## src/rtl/input_loader_if.sv

```systemverilog
// rtl/input_loader_if.sv - byte stream handshake between the pin driver and input_loader
interface input_loader_if #(
    parameter int BYTE_W = 8
);
    logic [BYTE_W-1:0] data_in;
    logic              data_valid;
    logic              data_ready;

    modport master (
        output data_in,
        output data_valid,
        input  data_ready
    );

    modport slave (
        input  data_in,
        input  data_valid,
        output data_ready
    );
endinterface

```

## src/rtl/input_loader.sv

```systemverilog
// rtl/input_loader.sv - assembles the image and layer-1 weight vectors from a byte stream
module input_loader #(
    parameter int N_PIX  = 784,
    parameter int N_WT   = 72,
    parameter int BYTE_W = 8
) (
    input  logic              clk,
    input  logic              rst_n,
    input  logic [2:0]        state,
    input_loader_if.slave     stream,
    output logic [N_PIX-1:0]  pixels,
    output logic [N_WT-1:0]   weights,
    output logic              load_done
);
    localparam int PIX_BYTES = N_PIX / BYTE_W;
    localparam int WT_BYTES  = N_WT / BYTE_W;
    localparam int TOT_BYTES = PIX_BYTES + WT_BYTES;
    localparam int CNT_W     = $clog2(TOT_BYTES);

    localparam logic [2:0] S_IDLE = 3'b000;
    localparam logic [2:0] S_LOAD = 3'b001;

    localparam logic [CNT_W-1:0] LAST_PIX = CNT_W'(PIX_BYTES - 1);
    localparam logic [CNT_W-1:0] LAST_WT  = CNT_W'(TOT_BYTES - 1);
    localparam logic [CNT_W-1:0] WT_BASE  = CNT_W'(PIX_BYTES);

    typedef enum logic [1:0] {
        L_IDLE,
        L_PIX,
        L_WT,
        L_DONE
    } lstate_t;

    lstate_t          fsm_q;
    lstate_t          fsm_d;
    logic [CNT_W-1:0] byte_cnt;
    logic [CNT_W-1:0] cnt_d;
    logic             ready;
    logic             pix_wr;
    logic             wt_wr;
    logic [CNT_W-1:0] wt_idx;

    assign stream.data_ready = ready;
    assign load_done         = (fsm_q == L_DONE);
    assign wt_idx            = byte_cnt - WT_BASE;

    // FSM state and byte counter register
    always_ff @(posedge clk or negedge rst_n) begin
        if (!rst_n) begin
            fsm_q    <= L_IDLE;
            byte_cnt <= '0;
        end else begin
            fsm_q    <= fsm_d;
            byte_cnt <= cnt_d;
        end
    end

    // Next-state, handshake and write-enable decode; a non-LOAD, non-IDLE
    // top state simply drops ready so the stream pauses with everything held
    always_comb begin
        fsm_d  = fsm_q;
        cnt_d  = byte_cnt;
        ready  = 1'b0;
        pix_wr = 1'b0;
        wt_wr  = 1'b0;
        case (fsm_q)
            L_IDLE: begin
                if (state == S_LOAD) begin
                    fsm_d = L_PIX;
                    cnt_d = '0;
                end
            end
            L_PIX: begin
                if (state == S_IDLE) begin
                    fsm_d = L_IDLE;
                    cnt_d = '0;
                end else begin
                    ready = (state == S_LOAD);
                    if (ready && stream.data_valid) begin
                        pix_wr = 1'b1;
                        cnt_d  = byte_cnt + CNT_W'(1);
                        if (byte_cnt == LAST_PIX) begin
                            fsm_d = L_WT;
                        end
                    end
                end
            end
            L_WT: begin
                if (state == S_IDLE) begin
                    fsm_d = L_IDLE;
                    cnt_d = '0;
                end else begin
                    ready = (state == S_LOAD);
                    if (ready && stream.data_valid) begin
                        wt_wr = 1'b1;
                        // counter parks on the last index instead of running past it
                        if (byte_cnt == LAST_WT) begin
                            fsm_d = L_DONE;
                        end else begin
                            cnt_d = byte_cnt + CNT_W'(1);
                        end
                    end
                end
            end
            L_DONE: begin
                if (state == S_IDLE) begin
                    fsm_d = L_IDLE;
                end
            end
            default: begin
                fsm_d = L_IDLE;
                cnt_d = '0;
            end
        endcase
    end

    // Pixel buffer: accepted byte lands in the slot selected by byte_cnt
    always_ff @(posedge clk or negedge rst_n) begin
        if (!rst_n) begin
            pixels <= '0;
        end else if (pix_wr) begin
            for (int k = 0; k < PIX_BYTES; k++) begin
                if (byte_cnt == CNT_W'(k)) begin
                    pixels[k*BYTE_W +: BYTE_W] <= stream.data_in;
                end
            end
        end
    end

    // Weight buffer: slot is byte_cnt relative to the first weight byte
    always_ff @(posedge clk or negedge rst_n) begin
        if (!rst_n) begin
            weights <= '0;
        end else if (wt_wr) begin
            for (int j = 0; j < WT_BYTES; j++) begin
                if (wt_idx == CNT_W'(j)) begin
                    weights[j*BYTE_W +: BYTE_W] <= stream.data_in;
                end
            end
        end
    end
endmodule

```

## src/flat_wrapper.sv

```systemverilog
// flat-port wrapper written by rule: the top's interface ports become plain ports
module input_loader_flat 
#(
    parameter int N_PIX  = 784,
    parameter int N_WT   = 72,
    parameter int BYTE_W = 8
)
  (clk, rst_n, state, pixels, weights, load_done, stream_data_in, stream_data_valid, stream_data_ready);
  input_loader_if #(.BYTE_W(BYTE_W)) stream_i ();
  input  logic clk;
  input  logic rst_n;
  input  logic [2:0] state;
  output logic [N_PIX-1:0] pixels;
  output logic [N_WT-1:0] weights;
  output logic load_done;
  input wire logic [$bits(stream_i.data_in)-1:0] stream_data_in;
  input wire logic [$bits(stream_i.data_valid)-1:0] stream_data_valid;
  output wire logic [$bits(stream_i.data_ready)-1:0] stream_data_ready;
  assign stream_i.data_in = stream_data_in;
  assign stream_i.data_valid = stream_data_valid;
  assign stream_data_ready = stream_i.data_ready;
  input_loader #(.N_PIX(N_PIX), .N_WT(N_WT), .BYTE_W(BYTE_W)) u_core (.clk(clk), .rst_n(rst_n), .state(state), .stream(stream_i), .pixels(pixels), .weights(weights), .load_done(load_done));
endmodule
```

## config.mk

```make
export PLATFORM = sky130hd
export DESIGN_NAME = input_loader_flat
export DESIGN_NICKNAME = d
export VERILOG_FILES = /design/src/rtl/input_loader_if.sv /design/src/rtl/input_loader.sv /design/src/flat_wrapper.sv
export SDC_FILE = /design/constraint.sdc
export NUM_CORES = 1
export LEC_CHECK = 0
export BUFFER_PORTS_ARGS = -buffer_cell sky130_fd_sc_hd__buf_2
export CAP_MARGIN = 20
export CORE_AREA = 2 2 338 340
export DETAILED_ROUTE_END_ITERATION = 8
export DIE_AREA = 0 0 340 342
export HOLD_SLACK_MARGIN = 0.03
export MAX_ROUTING_LAYER = met4
export PLACE_DENSITY = 0.53
export SLEW_MARGIN = 5
export SYNTH_ARGS = -nofsm -noshare
export SYNTH_HDL_FRONTEND = slang
export SYNTH_SLANG_ARGS = --single-unit
```

## constraint.sdc

```tcl
create_clock -name clk -period 3.1 [get_ports clk]
set_clock_uncertainty 0.2 [all_clocks]
set_input_delay 0.93 -clock clk [delete_from_list [all_inputs] [get_ports clk]]
set_output_delay 0.93 -clock clk [all_outputs]
set_load 0.02 [all_outputs]
```

==> results.json, run 1 <==
{
  "status": "finished, final reports clean",
  "viasPerCell": 4.615,
  "p_clk_share_pct": 46.7,
  "clockBufferDepth": 3,
  "power_density_nw_per_um2": 571.8,
  "place.gp.congestion": 0.7893,
  "synth_nets": 2112,
  "core_area_um2": 113100,
  "fin_nets": 3112,
  "antenna_found_initial": 1,
  "fin_crit_sh_pct": 95.81,
  "r2r-end": "u_core.weights[5]$_DFFE_PN0P_",
  "reg2regPathDepth": 9,
  "io_pins": 872,
  "pwr-share-comb_pct": 8.2,
  "worstSetupPathType": "in2out",
  "slew_headroom_pct": 57.87,
  "p_switching_w": 0.006399,
  "cts.sinks": 865,
  "critPathBufInv": 3,
  "syn_area_per_cell_um2": 15.98,
  "rrSetupSlack_ns": 0.26,
  "die_h_um": 342,
  "clk_latency_ns": 0.69,
  "maxSlewViolCount": 0,
  "cp_top_family": "buffers and inverters",
  "dp_hpwl_um": 84970,
  "multiInputGateArea_um2": 11190,
  "grt_usage_pct": 20.38,
  "setup_tns_ns": 0,
  "total_power_w": 0.02564,
  "critPathMaxFanout": 3,
  "final_cell_mix": "dfrtp_1 (865), buf_2 (862), mux2_2 (834)",
  "synth_edf_count": 0,
  "row_count": 124,
  "p_leak_nw": 25.46,
  "crit_slowest_cell": "nor3b_4",
  "min-delay-start": "u_core.pixels[533]$_DFFE_PN0P_",
  "fmax_ghz": 0.3367,
  "synthArstFlopShare_pct": 100.0,
  "syn_inst": 2087,
  "drcViolationCount": 0,
  "synthDistinctLibCells": 46,
  "pwr-share-seq_pct": 45.1,
  "setup_violations": 0,
  "hold_path_end": "u_core.pixels[533]$_DFFE_PN0P_",
  "drive_gt1_share_pct": 65.68,
  "post_cts_buffers": 0,
  "path_common_cell": "buf_2",
  "hold_path.class": "reg2reg",
  "max-cap-violations": 0,
  "switching_share_pct": 24.96,
  "yosysSeqAreaShare_pct": 64.92,
  "seq_area_um2": 21650,
  "cts_tree": "built",
  "ys_warn_count": 0,
  "min_delay_path_depth": 1,
  "cpPeakStageDelay_ns": 0.30,
  "p_int_w": 0.01924,
  "hold_viol": 0,
  "start_util_pct": 29.48,
  "area_growth_pct": 34.48,
  "routed_wl_um": 118300,
  "tritoncts.num_buffers": 96,
  "vias": 21580,
  "first_iter_violations": 905,
  "clk_pin_slew_ns": 0.06,
  "synth-seq-cells": 865,
  "io_buffers": 871,
  "root_buffer": "clkbuf_16",
  "worstReg2RegStart": "u_core.byte_cnt[1]$_DFFE_PN0P_",
  "synth_area_um2": 33340,
  "critPathLaunchType": "primary input",
  "rsz0062_at_grt": "false",
  "die_w_um": 340,
  "layout_min_cycle_time_ns": 2.970,
  "dr.pass1.iters": 5,
  "synthFlopType": "dfrtp_1",
  "layout_commonest_cell": "dfrtp_1",
  "cp-end-kind": "primary output",
  "worst_pin_slew_ns": 0.6296,
  "dieArea_um2": 116300,
  "crit_arrival_ns": 1.84,
  "wl_per_cell_um": 25.29,
  "detail-route-antenna-nets": 0,
  "grt_pass1_vias": 21360,
  "num-fill-cells": 10900,
  "cp_cell_sequence": "buf_2 -> nor3b_4 -> buf_4 -> and2_1 -> buf_2",
  "grt_pass1_wl_um": 166700,
  "vdd_ir_drop_max_mv": 0.4013,
  "grt_max_degree": 77,
  "critPathRequiredTime_ns": 1.97,
  "gr-total-overflow": 0,
  "h-tree-depth": 3
}
## kinds of logic after synthesis
family	count (synthesis)	share of synthesized area, %
buffers and inverters	143	1.692
adders and majority gates	11	0.4128
muxes	859	29.00
xor gates and xnor gates	1	0.02627
and+or+nand+nor	185	3.501
DFF	865	64.92
AOI/OAI and AO/OA	23	0.4428
## layout make-up
cell class / instances / share of cell area [%]
flip-flops and latches: 865 / 48.28
multi-input cells: 1079 / 24.95
repair buffers: 1040 / 15.11
clock buffers: 140 / 6.290
well taps: 1512 / 4.219
clock inverters: 32 / 1.094
inverters: 5 / 0.04186
diodes: 4 / 0.02232
## per-stage QoR
stage          instance area (um2)  hold slack (ns)  setup WS (ns)  cells  util (%)
2_1_floorplan                33350           0.3537        0.02672   2087         -
3_3_place_gp                 41490           0.2647        -0.2032   4500     36.68
5_1_grt                      44830           0.2952        0.04856   4674     39.64
3_5_place_dp                 41490           0.2692        -0.1987   4500     36.68
4_1_cts                      44810           0.2815        0.07832   4673     39.62
6_report                     44840           0.2781         0.1298   4677     39.64
## cells in the mapped netlist (all sizes together) (3+ instances only)
cell type / n / area [um2]
clkbuf: 128 / 480.5
and2: 12 / 75.07
a21oi: 3 / 15.01
or2: 4 / 25.02
o211ai: 3 / 22.52
inv: 5 / 18.77
o41ai: 3 / 26.28
buf: 10 / 65.05
mux2i: 3 / 30.03
nand3: 11 / 67.57
nor3b: 6 / 70.07
ha: 11 / 137.6
nor2: 39 / 394.1
mux2: 856 / 9639
nor2b: 3 / 18.77
and3: 5 / 31.28
nand2: 86 / 322.8
o21ai: 9 / 45.04
dfrtp: 865 / 21650
nor3: 4 / 35.03
## power by group through the flow
stage	Clock, W	Sequential, W	Combinational, W
finish	0.0120	0.0116	0.00210
floorplan	0	0.0120	0.000783
global route	0.0127	0.0116	0.00232
CTS	0.0123	0.0116	0.00216
detailed placement	0	0.0118	0.00216
global placement	0	0.0118	0.00215
## sequential cells by signal (all words and copies together) (netlist names)
name             count
u_core.fsm_q         2
u_core.byte_cnt      7
u_core.pixels      784
u_core.weights      72
## worst register-to-register path: cells and delay by family (launching register included)
| kind | cells | cell delay, ns |
|---|---|---|
| flip-flops | 1 | 0.45 |
| buffers and inverters | 3 | 0.54 |
| multiplexers | 2 | 0.59 |
| adder cells (fa/ha/maj) | 1 | 0.19 |
| AND/OR/NAND/NOR | 3 | 0.73 |
## worst max-delay path by stage
stage	startpoint	endpoint	slack [ns]	cells after the start
6_report	state[2]	stream_data_ready	0.13	5
5_1_grt	u_core.fsm_q[1]$_DFFE_PN0P_	stream_data_ready	0.05	4
4_1_cts	u_core.fsm_q[1]$_DFFE_PN0P_	stream_data_ready	0.08	4
3_5_place_dp	state[2]	u_core.weights[5]$_DFFE_PN0P_	-0.20	9
3_3_place_gp	state[0]	u_core.weights[14]$_DFFE_PN0P_	-0.20	9
2_1_floorplan	state[2]	u_core.pixels[635]$_DFFE_PN0P_	0.03	7
## metal layers
layer  track usage [%]  part of all wire (%)  up-vias
met1             24.73                    42    11480
met5                 -                     0        -
met4             7.439                   3.4        0
li1                  -                     -     9369
met3             3.579                   4.4      169
met2             34.04                    50      561
## what timing repair did
action | in CTS | in global routing
gates resized for setup | 0 | 2
hold buffers | 1 | 0
setup endpoints to repair | 0 | 33
hold endpoints to repair | 15 | 0
(Power assumes the default switching activity.)
==> run 2: changes to the inputs <==
- MAX_ROUTING_LAYER: met4 -> not set
==> run 2 against run 1 <==
  * Fmax up 0.45%
  * Sequential share of layout area unchanged
  * Combinational power barely moved
  * Via count down 0.50%
  * Cell count did not move
  * Critical endpoint unchanged
  * Sequential power about the same
  * Flip-flop and latch count stayed put
  * Utilization did not move
  * Wire length is 0.16% lower
  * Hold slack gained 0.0025 ns
==> results.json, run 2 (same netlist as run 1, synthesis figures left out) <==
{
  "grt_pass1_wl_um": 166700,
  "critPathMaxFanout": 3,
  "cts.sinks": 865,
  "worst_pin_slew_ns": 0.6739,
  "tritoncts.num_buffers": 96,
  "fin_nets": 3112,
  "slew_headroom_pct": 54.91,
  "final_cell_mix": "dfrtp_1 (865), buf_2 (862), mux2_2 (834)",
  "post_cts_buffers": 0,
  "dr.pass1.iters": 4,
  "wl_per_cell_um": 25.25,
  "hold_path.class": "reg2reg",
  "critPathLaunch": "state[2]",
  "layout_min_cycle_time_ns": 2.957,
  "total_power_w": 0.02565,
  "pre_cts_slack_ns": -0.1987,
  "first_iter_violations": 876,
  "layout_commonest_cell": "dfrtp_1",
  "fin_crit_sh_pct": 95.38,
  "viasPerCell": 4.592,
  "worstSetupPathType": "in2out",
  "grt_pass1_vias": 21420,
  "clk_pin_slew_ns": 0.06,
  "h-tree-depth": 3,
  "p_leak_nw": 25.46,
  "cp-end-kind": "primary output",
  "drcViolationCount": 0,
  "top_register": "u_core.pixels",
  "detail-route-antenna-nets": 0,
  "final_util_pct": 39.64,
  "worstReg2RegStart": "u_core.byte_cnt[1]$_DFFE_PN0P_",
  "dieArea_um2": 116300,
  "gr-total-overflow": 0,
  "setup_violations": 0,
  "critPathRequiredTime_ns": 1.97,
  "largest_register_ff_count": 784,
  "core_area_um2": 113100,
  "row_count": 124,
  "dp_hpwl_um": 84970,
  "place_area_um2": 41490,
  "rsz0062_at_grt": "false",
  "io_buffers": 871,
  "die_h_um": 342,
  "antenna_found_initial": 2,
  "io_pins": 872,
  "hold_viol": 0,
  "critPathLaunchType": "primary input",
  "vias": 21480,
  "reg2regPathDepth": 9,
  "num-fill-cells": 10900,
  "grt_usage_pct": 19.76,
  "min_delay_path_depth": 1,
  "rrSetupSlack_ns": 0.26,
  "reg_top3": "u_core.pixels x784, u_core.weights x72, u_core.byte_cnt x7",
  "crit_arrival_ns": 1.83,
  "maxSlewViolCount": 0,
  "max-cap-violations": 0,
  "setup_ws_ns": 0.1431,
  "die_w_um": 340,
  "endpoint": "stream_data_ready",
  "worst_hold_slack_ns": 0.2806,
  "min-delay-start": "u_core.pixels[533]$_DFFE_PN0P_",
  "vdd_ir_drop_max_mv": 0.4029,
  "status": "finished, final reports clean",
  "cts_tree": "built",
  "power_density_nw_per_um2": 572.0,
  "fmax_ghz": 0.3382,
  "root_buffer": "clkbuf_16",
  "r2r-end": "u_core.weights[5]$_DFFE_PN0P_",
  "grt_max_degree": 77,
  "drive_gt1_share_pct": 65.68,
  "area_growth_pct": 34.48,
  "start_util_pct": 29.48,
  "routed_wl_um": 118100,
  "post-route-cell-area_um2": 44840,
  "clockBufferDepth": 3,
  "place.gp.congestion": 0.7786,
  "clk_latency_ns": 0.69
}
-- run 2: per-stage QoR --
stage | std cells | TNS, ns
3_3_place_gp | 4500 | -17.79
6_report | 4677 | 0
4_1_cts | 4673 | 0
3_5_place_dp | 4500 | -22.02
5_1_grt | 4674 | 0
2_1_floorplan | 2087 | 0
-- run 2: what timing repair did --
| item | in CTS | in global routing |
|---|---|---|
| hold endpoints to repair | 15 | 0 |
| resized for setup | 0 | 2 |
| setup endpoints to repair | 0 | 33 |
| hold buffers | 1 | 0 |
-- run 2: metal layers --
layer | track usage, % | share of wire, % | vias to the layer above
met1 | 24.50 | 41 | 11390
li1 | - | - | 9360
met4 | 7.458 | 3.5 | 2
met2 | 34.01 | 51 | 554
met5 | 0 | 0.010 | -
met3 | 3.884 | 4.7 | 170
-- run 2: layout make-up --
| cell class | instances | area [um2] | share of cell area (%) |
|---|---|---|---|
| clock buffers | 140 | 2820 | 6.290 |
| repair buffers | 1040 | 6774 | 15.11 |
| well taps | 1512 | 1892 | 4.219 |
| clock inverters | 32 | 490.5 | 1.094 |
| flip-flops and latches | 865 | 21650 | 48.28 |
| inverters | 5 | 18.77 | 0.04186 |
| multi-input cells | 1079 | 11190 | 24.95 |
| diodes | 4 | 10.01 | 0.02232 |
-- run 2: worst max-delay path, stage by stage --
cell     delay [ns]
buf_2          0.12
nor3b_4        0.29
buf_4          0.17
and2_1         0.12
buf_2          0.18
-- run 2: worst min path at each step --
stage / to / slack, ns
3_3_place_gp: u_core.pixels[538]$_DFFE_PN0P_ / 0.26
3_5_place_dp: u_core.pixels[532]$_DFFE_PN0P_ / 0.27
2_1_floorplan: u_core.byte_cnt[1]$_DFFE_PN0P_ / 0.35
6_report: u_core.pixels[533]$_DFFE_PN0P_ / 0.28
4_1_cts: u_core.pixels[532]$_DFFE_PN0P_ / 0.28
5_1_grt: u_core.pixels[533]$_DFFE_PN0P_ / 0.30
-- run 2: report_power, final --
group	leakage, nW	internal (W)	total [W]	switching, W
combinational	11.8	0.000620	0.00211	0.00149
clock	1.62	0.00715	0.0120	0.00482
sequential	12.1	0.0115	0.0116	0.000103
